[config.mk]
export PLATFORM = sky130hd
export DESIGN_NAME = song_play_ctrl
export DESIGN_NICKNAME = d
export VERILOG_FILES = /design/src/rtl/song_pkg.sv /design/src/rtl/beat_divider.sv /design/src/rtl/song_play_ctrl.sv
export SDC_FILE = /design/constraint.sdc
export NUM_CORES = 1
export LEC_CHECK = 0
export ABC_AREA = 1
export CORE_ASPECT_RATIO = 1.5
export CORE_MARGIN = 3
export CORE_UTILIZATION = 35
export DETAILED_ROUTE_END_ITERATION = 12
export HOLD_SLACK_MARGIN = 0.08
export PLACE_DENSITY = 0.62
export SYNTH_ARGS = -nofsm -noshare
export SYNTH_HDL_FRONTEND = slang
export SYNTH_SLANG_ARGS = --single-unit
[constraint.sdc]
create_clock -name clk_5m -period 2.8 [get_ports clk_5m]
set_input_delay 0.42 -clock clk_5m [delete_from_list [all_inputs] [get_ports clk_5m]]
set_output_delay 0.42 -clock clk_5m [all_outputs]
set_load 0.01 [all_outputs]
[src/rtl/song_pkg.sv]
// Shared types and default constants for the song sequencer.
// Consumed by song_play_ctrl and beat_divider.
package song_pkg;

  typedef enum logic [1:0] {
    IDLE  = 2'd0,
    PLAY  = 2'd1,
    PAUSE = 2'd2
  } state_t;

  localparam logic [3:0] NOTE_REST = 4'd0;

  localparam int STEPS  = 64;
  localparam int STEP_W = 6;
  localparam int DIV_W  = 24;

  localparam int DIV0 = 1250000;
  localparam int DIV1 = 1000000;
  localparam int DIV2 = 833333;
  localparam int DIV3 = 625000;

endpackage

[src/rtl/beat_divider.sv]
// Beat tick generator; tempo is latched only at a beat boundary
// or while cleared, so a tempo change never cuts a beat short.
module beat_divider #(
  parameter int DIV_W = song_pkg::DIV_W,
  parameter int DIV0  = song_pkg::DIV0,
  parameter int DIV1  = song_pkg::DIV1,
  parameter int DIV2  = song_pkg::DIV2,
  parameter int DIV3  = song_pkg::DIV3
) (
  input  logic       clk_5m,
  input  logic       rst,
  input  logic       en,
  input  logic       clr,
  input  logic [1:0] tempo,
  output logic       tick
);

  logic [DIV_W-1:0] cnt;
  logic [DIV_W-1:0] lim;
  logic [DIV_W-1:0] lim_sel;

  always_comb begin
    lim_sel = DIV_W'(DIV0 - 1);
    unique case (tempo)
      2'd0: lim_sel = DIV_W'(DIV0 - 1);
      2'd1: lim_sel = DIV_W'(DIV1 - 1);
      2'd2: lim_sel = DIV_W'(DIV2 - 1);
      2'd3: lim_sel = DIV_W'(DIV3 - 1);
    endcase
  end

  assign tick = en && !clr && (cnt == lim);

  always_ff @(posedge clk_5m) begin
    if (rst) begin
      cnt <= '0;
      lim <= DIV_W'(DIV0 - 1);
    end else if (clr || tick) begin
      cnt <= '0;
      lim <= lim_sel;
    end else if (en) begin
      cnt <= cnt + 1'b1;
    end
  end

endmodule

[src/rtl/song_play_ctrl.sv]
// Play/pause/stop sequencer with keyboard-over-autoplay arbitration.
// Define SONG_LOOP_EN to loop the song instead of stopping at its end.
module song_play_ctrl #(
  parameter int STEPS  = song_pkg::STEPS,
  parameter int STEP_W = song_pkg::STEP_W,
  parameter int DIV_W  = song_pkg::DIV_W,
  parameter int DIV0   = song_pkg::DIV0,
  parameter int DIV1   = song_pkg::DIV1,
  parameter int DIV2   = song_pkg::DIV2,
  parameter int DIV3   = song_pkg::DIV3
) (
  input  logic              clk_5m,
  input  logic              rst,
  input  logic              play_btn,
  input  logic              stop_btn,
  input  logic [1:0]        func,
  input  logic [1:0]        tempo,
  input  logic              key_valid,
  input  logic [3:0]        key_med,
  input  logic [3:0]        key_low,
  input  logic [3:0]        rom_med_ma,
  input  logic [3:0]        rom_low_ma,
  input  logic [3:0]        rom_med_ch,
  input  logic [3:0]        rom_low_ch,
  output logic [STEP_W-1:0] step,
  output logic [1:0]        song_sel,
  output logic              beat,
  output logic              playing,
  output logic [3:0]        med_ma,
  output logic [3:0]        low_ma,
  output logic [3:0]        med_ch,
  output logic [3:0]        low_ch
);
  import song_pkg::*;

  state_t              state;
  state_t              next;
  logic                tick;
  logic                en;
  logic                clr;
  logic                last;
  logic [STEP_W-1:0]   step_nx;
  logic [1:0]          song_nx;

  // pause freezes the divider on the very cycle it is requested
  assign en   = (state == PLAY) && !play_btn;
  assign clr  = stop_btn || (state == IDLE);
  assign last = (step == STEP_W'(STEPS - 1));

  beat_divider #(
    .DIV_W (DIV_W),
    .DIV0  (DIV0),
    .DIV1  (DIV1),
    .DIV2  (DIV2),
    .DIV3  (DIV3)
  ) u_div (
    .clk_5m (clk_5m),
    .rst    (rst),
    .en     (en),
    .clr    (clr),
    .tempo  (tempo),
    .tick   (tick)
  );

  always_comb begin
    next    = state;
    step_nx = step;
    song_nx = song_sel;
    if (stop_btn) begin
      next    = IDLE;
      step_nx = '0;
    end else begin
      unique case (state)
        IDLE: if (play_btn) begin
          next    = PLAY;
          step_nx = '0;
          song_nx = func;
        end
        PLAY: if (play_btn) begin
          next = PAUSE;
        end else if (tick) begin
          if (last) begin
            step_nx = '0;
`ifdef SONG_LOOP_EN
            next = PLAY;
`else
            next = IDLE;
`endif
          end else begin
            step_nx = step + 1'b1;
          end
        end
        PAUSE: if (play_btn) next = PLAY;
        default: next = IDLE;
      endcase
    end
  end

  always_ff @(posedge clk_5m) begin
    if (rst) begin
      state    <= IDLE;
      step     <= '0;
      song_sel <= '0;
      beat     <= 1'b0;
      playing  <= 1'b0;
      med_ma   <= NOTE_REST;
      low_ma   <= NOTE_REST;
      med_ch   <= NOTE_REST;
      low_ch   <= NOTE_REST;
    end else begin
      state    <= next;
      step     <= step_nx;
      song_sel <= song_nx;
      beat     <= tick;
      playing  <= (next == PLAY);
      med_ch   <= (state == PLAY) ? rom_med_ch : NOTE_REST;
      low_ch   <= (state == PLAY) ? rom_low_ch : NOTE_REST;
      if (key_valid) begin
        med_ma <= key_med;
        low_ma <= key_low;
      end else begin
        med_ma <= (state == PLAY) ? rom_med_ma : NOTE_REST;
        low_ma <= (state == PLAY) ? rom_low_ma : NOTE_REST;
      end
    end
  end

endmodule

==> impl_metrics.yaml <==
critical_path:
  r2r_cells: 9
  rrSetupSlack_ns: 0.90
  r2r-start: "u_div.cnt[0]"
  crit_fanout: 11
  crit-reg2reg-capture: "u_div.cnt[22]"
  worstSetupPathType: "input pin to flip-flop"
  end_kind: "flip-flop"
  arrival_ns: 2.26
  required_ns: 3.08
  start_kind: "input pin"
run_status:
  outcome: "finished, final reports clean"
timing:
  maxSlewHeadroom_pct: 66.4
  worst_slew_pin_slew_ns: 0.501
  layout_min_cycle_time_ns: 1.99
  finalMaxSlewViolations: 0
  fin_setup_tns_ns: 0
  hold_violations: 0
  fin_crit_sh_pct: 71.0
  clock.fmax_ghz: 0.503
  final-setup-viol-count: 0
  finClkSkew_ns: 0.00606
  rsz0062_at_grt: "false"
logic_synthesis:
  synth_top_area_share_pct: 36.8
  synthXorXnorAreaFrac_pct: 3.27
  synth_commonest_cells: "140 x nand2_1, 83 x nor2_1, 64 x dfxtp_1, 64 x inv_1, 50 x nand3_1"
  ys_ff_latch: 64
  synthAdderAreaFrac_pct: 2.87
  ys_warn_count: 0
  ys_types: 30
  syn_inst: 532
  synth_top_family_by_area: "simple AND/OR/NAND/NOR gates"
  synth_area_leaders: "dfxtp_1 37%, nand2_1 15%, nor2_1 8.9%, nand3_1 7.2%, inv_1 6.9%"
  synth_largest_area_cell: "dfxtp_1"
  synthSimpleGateAreaFrac_pct: 41.2
  async_reset_ff_share_pct: 0
  syn_nets: 573
  yosys.cell_count.top_type: "nand2_1"
  synth-edff-count: 0
  synth.area.mux_share_pct: 0
  ys_seq_area_share_pct: 36.8
  synth_compound_area_share_pct: 6.10
  synth_area_mm2: 0.00349
  synthFlopType: "dfxtp_1"
  syn_area_per_cell_um2: 6.55
clock_tree:
  clkLatencyLatePin_ns: 0.33
  post-cts-setup-buffer-count: 0
  numCtsBuffers: 9
  cts_resized: 0
  cts_hold_buf: 0
  clk_path_buf_depth: 2
  path_clk_slew_ns: 0.05
  htreeDepth: 3
  cts_tree: "yes"
  cts.sinks: 64
  root_buffer: "clkbuf_16"
floorplan:
  die_area_mm2: 0.0112
  num_rows: 44
  boundaryPins: 59
  die_h_um: 128
  die_x_um: 87.5
  initial_utilization_pct: 36.0
  core_area_mm2: 0.00969
finish:
  drive_gt1_share_pct: 7.50
  num_antenna_cells: 0
  final_area_mm2: 0.00450
  areaGrowthSynthToFinish_pct: 29.0
  finalNetCount: 637
  fillCellCount: 1001
  final-seq-area_mm2: 0.00128
  multiInputGateArea_mm2: 0.00186
min_path:
  hold_class: "flip-flop to flip-flop"
  worstHoldStart: "u_div.lim[14]"
  worstHoldEndpoint: "u_div.lim[14]"
  holdPathStages: 2
place:
  postPlaceCellArea_mm2: 0.00419
  gp_congestion: 0.930
  io_buffers: 58
  dp_hpwl_mm: 7.30
route:
  via_per_inst: 4.91
  drt-pass1-iter-count: 5
  wire_per_inst_um: 13.0
  drt-initial-drc-count: 217
  vias: 3508
  drc: 0
  finalWirelength_mm: 9.28
  drtAntennaViolNets: 0
global_routing:
  grt_use_total_pct: 17.8
  grt_pass1_vias: 3498
  grt_max_degree: 25
  grt_pass1_wl_mm: 15.7
  antenna_found_initial: 0
  overflow: 0
pwr:
  power-per-cell-area_mw_per_mm2: 513
  total_leakage_power_uw: 0.00182
  vdd_drop_max_uv: 336
  power_uw: 2310
run:
  maxCapViolCount: 0
[stage by stage]
stage,worst slack [ns],hold WS (ns),utilization (%),cells
2_1_floorplan,1.25,0.460,-,532
3_3_place_gp,0.518,0.487,43.2,700
3_5_place_dp,0.459,0.480,43.2,700
4_1_cts,0.810,0.488,46.4,715
5_1_grt,0.589,0.525,46.4,715
6_report,0.812,0.483,46.4,715
[critical path, cell delays in order]
cell             delay, ns
clkdlybuf4s50_1       0.46
inv_1                 0.11
nand3_2               0.13
clkinv_2              0.14
nand4_1               0.12
nor2_1                0.12
nand3_1               0.31
nand2_2               0.29
nand3_1               0.10
nand2_1               0.07
[area by class of cell]
class                      instances  area share (%)
multi-input combinational        387            41.4
tap                              115            3.20
inverter                          70            5.87
clock inverter                     2           0.834
timing repair buffer              64            14.2
sequential                        64            28.5
clock buffer                      13            6.01
[where the power goes]
group / internal (uW) / total, uW / switching [uW]
registers: 937 / 956 / 19.0
logic: 109 / 218 / 108
clock network: 756 / 1130 / 378
[state kept, by name (all words and copies together) (netlist names)]
name and flops:
song_sel 2, med_ma 4, low_ch 4, beat 1, med_ch 4, playing 1
state 2, u_div.lim 12, step 6, low_ma 4, u_div.cnt 24
[per-layer routing]
| metal | up-vias | GRT usage [%] | part of all wire [%] |
|---|---|---|---|
| li1 | 1804 | - | - |
| met1 | 1579 | 19.3 | 39 |
| met2 | 104 | 31.1 | 53 |
| met3 | 21 | 4.12 | 4.9 |
| met4 | 0 | 9.58 | 3.3 |
| met5 | - | 0 | 0 |
[cell families after synthesis]
group | after synthesis
and+or+nand+nor | 325
buffers and inverters | 81
DFF | 64
AOI/OAI and AO/OA | 41
xor gates and xnor gates | 13
adders and majority gates | 8
[worst max path at each step]
stage	startpoint	to	slack [ns]
2_1_floorplan	u_div.cnt[1]	u_div.cnt[22]	1.25
3_3_place_gp	play_btn	u_div.lim[14]	0.52
3_5_place_dp	play_btn	u_div.lim[14]	0.46
4_1_cts	play_btn	u_div.lim[14]	0.81
5_1_grt	play_btn	u_div.lim[19]	0.59
6_report	play_btn	u_div.lim[14]	0.81
[cells in the final DEF, fill, tap and decap left out, drive strengths merged, types with 8 or more instances in the layout]
| cell type | n |
|---|---|
| inv | 68 |
| nand3b | 8 |
| nand3 | 51 |
| dfxtp | 64 |
| xor2 | 12 |
| nor2 | 89 |
| ha | 8 |
| clkdlybuf4s50 | 58 |
| a21oi | 30 |
| clkbuf | 13 |
| nand2 | 147 |
| nor3 | 18 |
No activity file was read; power rests on OpenSTA's default activity.
